File: config.mk
export PLATFORM = sky130hd
export DESIGN_NAME = serial_add_ctrl
export DESIGN_NICKNAME = d
export VERILOG_FILES = /design/src/rtl/serial_add_ctrl.sv
export SDC_FILE = /design/constraint.sdc
export NUM_CORES = 1
export LEC_CHECK = 0
export ABC_AREA = 1
export CAP_MARGIN = 15
export CORE_UTILIZATION = 41
export CTS_CLUSTER_DIAMETER = 60
export DETAILED_ROUTE_END_ITERATION = 8
export GPL_ROUTABILITY_DRIVEN = 0
export PLACE_DENSITY_LB_ADDON = 0.1
export SYNTH_ARGS = -nofsm -noshare
export SYNTH_HDL_FRONTEND = slang
export SYNTH_SLANG_ARGS = --single-unit
File: constraint.sdc
create_clock -name clk -period 1.6 [get_ports clk]
set_input_delay 0.48 -clock clk [delete_from_list [all_inputs] [get_ports clk]]
set_output_delay 0.48 -clock clk [all_outputs]
set_load 0.05 [all_outputs]
File: src/rtl/serial_add_ctrl.sv
// Bit-serial adder controller driving an external full adder, LSB first.
// Latches operands on start, walks WIDTH bit pairs, reports {cout,sum_out} with a done pulse.
module serial_add_ctrl #(
   parameter int unsigned WIDTH = 8
) (
   input  logic             clk,
   input  logic             rst_n,
   input  logic             start,
   input  logic [WIDTH-1:0] a_in,
   input  logic [WIDTH-1:0] b_in,
   input  logic             cin,
   output logic             fa_a,
   output logic             fa_b,
   output logic             fa_c,
   input  logic             fa_s,
   input  logic             fa_co,
   output logic             busy,
   output logic             done,
   output logic [WIDTH-1:0] sum_out,
   output logic             cout
);

   localparam int unsigned CntW = (WIDTH > 1) ? $clog2(WIDTH) : 1;
   localparam logic [CntW-1:0] LastCnt = CntW'(WIDTH - 1);

   typedef enum logic [1:0] {StIdle, StRun, StDone} state_e;

   state_e           state_q, state_d;
   logic [WIDTH-1:0] a_sh_q, a_sh_d;
   logic [WIDTH-1:0] b_sh_q, b_sh_d;
   logic [WIDTH-1:0] sum_sh_q, sum_sh_d;
   logic [WIDTH-1:0] sum_out_q, sum_out_d;
   logic             carry_q, carry_d;
   logic             cout_q, cout_d;
   logic [CntW-1:0]  bit_cnt_q, bit_cnt_d;

   always_comb begin
      state_d   = state_q;
      a_sh_d    = a_sh_q;
      b_sh_d    = b_sh_q;
      sum_sh_d  = sum_sh_q;
      sum_out_d = sum_out_q;
      carry_d   = carry_q;
      cout_d    = cout_q;
      bit_cnt_d = bit_cnt_q;
      unique case (state_q)
         StIdle: begin
            if (start) begin
               state_d   = StRun;
               a_sh_d    = a_in;
               b_sh_d    = b_in;
               carry_d   = cin;
               bit_cnt_d = '0;
               sum_sh_d  = '0;
            end
         end
         StRun: begin
            sum_sh_d = {fa_s, sum_sh_q[WIDTH-1:1]};
            carry_d  = fa_co;
            a_sh_d   = a_sh_q >> 1;
            b_sh_d   = b_sh_q >> 1;
            if (bit_cnt_q == LastCnt) begin
               // Last bit: publish the result; counter holds so it never wraps.
               state_d   = StDone;
               sum_out_d = sum_sh_d;
               cout_d    = fa_co;
            end else begin
               bit_cnt_d = bit_cnt_q + CntW'(1);
            end
         end
         StDone: state_d = StIdle;
         default: state_d = StIdle;
      endcase
   end

   always_ff @(posedge clk or negedge rst_n) begin
      if (!rst_n) begin
         state_q   <= StIdle;
         a_sh_q    <= '0;
         b_sh_q    <= '0;
         sum_sh_q  <= '0;
         sum_out_q <= '0;
         carry_q   <= 1'b0;
         cout_q    <= 1'b0;
         bit_cnt_q <= '0;
      end else begin
         state_q   <= state_d;
         a_sh_q    <= a_sh_d;
         b_sh_q    <= b_sh_d;
         sum_sh_q  <= sum_sh_d;
         sum_out_q <= sum_out_d;
         carry_q   <= carry_d;
         cout_q    <= cout_d;
         bit_cnt_q <= bit_cnt_d;
      end
   end

   assign busy    = (state_q == StRun);
   assign done    = (state_q == StDone);
   assign fa_a    = busy & a_sh_q[0];
   assign fa_b    = busy & b_sh_q[0];
   assign fa_c    = busy & carry_q;
   assign sum_out = sum_out_q;
   assign cout    = cout_q;

endmodule

==> results by group <==
Power
  – Power Density: 2110 mW/mm²
  – Clk pwr share: 11.3%
  – Worst vdd ir: 1.13 mV
  – Combinational fraction of design power: 58.1%
  – Sw Ratio: 43.3%
  – Psw: 2.40 mW
  – Sequential share of power: 30.6%
  – Internal power: 3.14 mW
  – Leak pwr: 1.34 nW
  – Total power: 5.54 mW

Setup path
  – Crit path kind: flop to primary output
  – Worst Setup Start Kind: flop
  – Crit path cell chain: inv_2 -> nand2_8 -> nor2_4 -> buf_12
  – CP top delay family: flip-flops
  – CP max-delay cell: dfrtp_1
  – Arrival @ worst endpoint: 1.19 ns
  – CP bufs+invs: 2
  – CP Capture Type: primary output
  – Worst Path Required: 1.12 ns
  – Critical Path Max Stage Delay: 0.40 ns
  – Crit-path max FO: 6

Clocking
  – Skew-Pair Late Insertion Delay: 0.29 ns
  – CTS Buffer Depth: 2
  – Root buf cell: clkbuf_8
  – TritonCTS clock tree: done
  – Clk sinks: 38
  – Clock slew at reported path FFs: 0.08 ns
  – # H-tree levels: 2
  – CTS Buf Count: 5

Final layout
  – P&R area growth vs syn: 40.1%
  – Final Non-Filler Cells: 323
  – Final nets: 295
  – Fillers: 383
  – N_diodes: 0
  – Register Area: 952 µm²
  – Multi-input gate area: 783 µm²
  – Fraction of layout cells with a size suffix above 1: 26.6%

Yosys
  – Synthesized area: 0.00187 mm²
  – Sequential cell area fraction in the yosys report: 50.7%
  – Synthesized net count: 242
  – Largest area contributor in the netlist: dfrtp_1
  – Most common cell in the netlist: nand2_1
  – Synthesized instance count: 218
  – Post-synthesis async set-or-reset flop share: 100%
  – Synth Flop Type: dfrtp_1
  – Synth unique cells: 17
  – Post-synth top cells: 101 x nand2_1, 38 x dfrtp_1, 19 x nand3_1, 15 x inv_1, 12 x o21ai_2
  – Number of synthesized flops with an enable pin: 0
  – Register bit total from synthesis: 38
  – Synth Warn #: 0
  – Top cell type's share of synthesized area: 50.7%
  – Avg Cell Area, Syn: 8.60 µm²
  – Ranking of synthesized cells by area: dfrtp_1 51%, nand2_1 20%, o21ai_2 5.6%, nand3_1 5.1%, buf_6 4.2%

Floorplanning
  – Initial Util: 42.8%
  – Die H: 69.6 µm
  – Number of core rows: 24
  – Die Wd: 69.6 µm
  – Die area: 0.00485 mm²
  – Core area: 0.00438 mm²
  – Top-level port count: 36

GRT
  – Initial antenna violation count: 0
  – GR Overflow Total: 0
  – Vias in the first global route: 1400
  – Total GRT Usage: 17.5%
  – Largest net degree at the start of global routing: 39
  – First-pass GRT wire length: 6690 µm

Detailed routing
  – Vias: 1492
  – 1st-pass router iterations: 4
  – Metal3 WL: 179 µm
  – Routed vias/inst: 4.62
  – WL/cell: 12.0 µm
  – DRC Markers: 0
  – Wl on met1: 1850 µm
  – Top sig layer: met4
  – First DRT Iteration DRCs: 105
  – Met2 routed WL: 1800 µm
  – Final WL: 3890 µm
  – Post-DRT Antenna Nets: 0

Run
  – Max-cap violations: 0

STA
  – Crit path time final: 1.67 ns
  – Unrepaired setup endpoints after global routing: true
  – Hold slack final: 0.138 ns
  – Fmax: 600 MHz
  – Final setup vio count: 5
  – Post-layout worst setup margin: -0.0679 ns
  – Tcrit/Tclk final: 104%
  – Sum Neg Setup Slack: -0.262 ns
  – Clock Skews: 0.00443 ns
  – Max Slew Vio Count: 0
  – Slew margin rel.: 70.1%
  – Worst-Margin Slew: 0.447 ns
  – Final Hold Viols: 0

Outcome
  – Outcome: complete, but fails checks
  – Failing checks: setup timing

Placed design
  – Port bufs: 35
  – Detail Placement HPWL: 2520 µm
  – # placed instances: 305

Worst hold path
  – Hold crit path type: input pin to async pin
==> kinds of logic after synthesis <==
kind of cell,count (synthesis),share of synthesized area (%)
simple gates,134,30.6
flops,38,50.7
buf+inv,27,9.81
compound gates,17,7.54
fa+ha+maj,2,1.33
==> sequential cells by signal, summed over array words and instances (netlist names) <==
name / cells
sum_out: 8
b_sh_q: 8
bit_cnt_q: 3
cout: 1
a_sh_q: 8
carry_q: 1
state_q: 2
sum_sh_q: 7
==> power groups by stage <==
stage | combinational [mW] | sequential [mW] | clock, mW
floorplan | 1.61 | 1.97 | 0
global placement | 2.92 | 1.69 | 0
detailed placement | 2.96 | 1.69 | 0
CTS | 3.02 | 1.69 | 0.649
global route | 3.52 | 1.76 | 0.698
finish | 3.22 | 1.70 | 0.627
==> stage by stage <==
step | utilization, % | setup WS, ns | instance area, µm²
after floorplan | - | -0.134 | 1890
after global placement | 55.2 | -0.0728 | 2420
after detailed placement | 55.2 | -0.110 | 2420
after CTS | 57.5 | -0.106 | 2520
after global routing | 59.9 | -0.133 | 2630
final | 59.9 | -0.0679 | 2630
==> worst reg2reg max path, cell delays in order, from the launching register on <==
cell and delay (ns):
dfrtp_1 0.40, inv_2 0.13, nand2_8 0.10, buf_4 0.15, buf_4 0.13, buf_4 0.15, nand2_2 0.11, buf_4 0.18
o21ai_2 0.06
==> path summary, 6_finish.rpt <==
check | start | endpoint | slack (ns) | cells after the start
min in group clk | b_sh_q[3] | b_sh_q[3] | 0.48 | 2
min reg2reg | b_sh_q[3] | b_sh_q[3] | 0.48 | 2
max reg2reg | state_q[1] | sum_sh_q[6] | 0.08 | 8
max in group asynchronous | rst_n | state_q[0] | 1.24 | 2
max | state_q[1] | fa_c | -0.07 | 4
min | rst_n | a_sh_q[5] | 0.14 | 2
==> cell usage in the layout (no fill, tap or decap), types with 2 or more instances in the layout <==
cell type | Yosys | final
buf_12 | 1 | 17
buf_2 | 0 | 2
buf_4 | 1 | 16
clkbuf_8 | 1 | 5
clkdlybuf4s50_1 | 0 | 20
clkinv_2 | 0 | 2
dfrtp_1 | 38 | 37
ha_1 | 2 | 2
inv_1 | 15 | 15
inv_2 | 2 | 2
nand2_1 | 101 | 101
nand2_2 | 6 | 5
nand2_4 | 2 | 2
nand3_1 | 19 | 19
nor2_4 | 0 | 4
o21ai_0 | 4 | 4
o21ai_2 | 12 | 12
==> final cells by class <==
class,count,share of cell area [%]
sequential,38,36.3
clock buffer,5,2.62
timing repair buffer,56,26.0
inverter,17,2.43
tap,52,2.48
clock inverter,2,0.381
multi-input combinational,153,29.8
==> timing repair <==
action | in CTS | in global routing
hold endpoints to repair | 0 | 0
resized for setup | 4 | 6
hold buffers | 0 | 0
pin swaps | 1 | 1
setup endpoints to repair | 5 | 5
setup buffers | 1 | 10
==> metal layers <==
layer | vias to the layer above | global-route usage [%]
met5 | - | 0
met4 | 0 | 5.33
met3 | 7 | 5.81
met2 | 30 | 25.8
met1 | 677 | 24.4
li1 | 778 | -
Power figures use the tool's default switching activity.
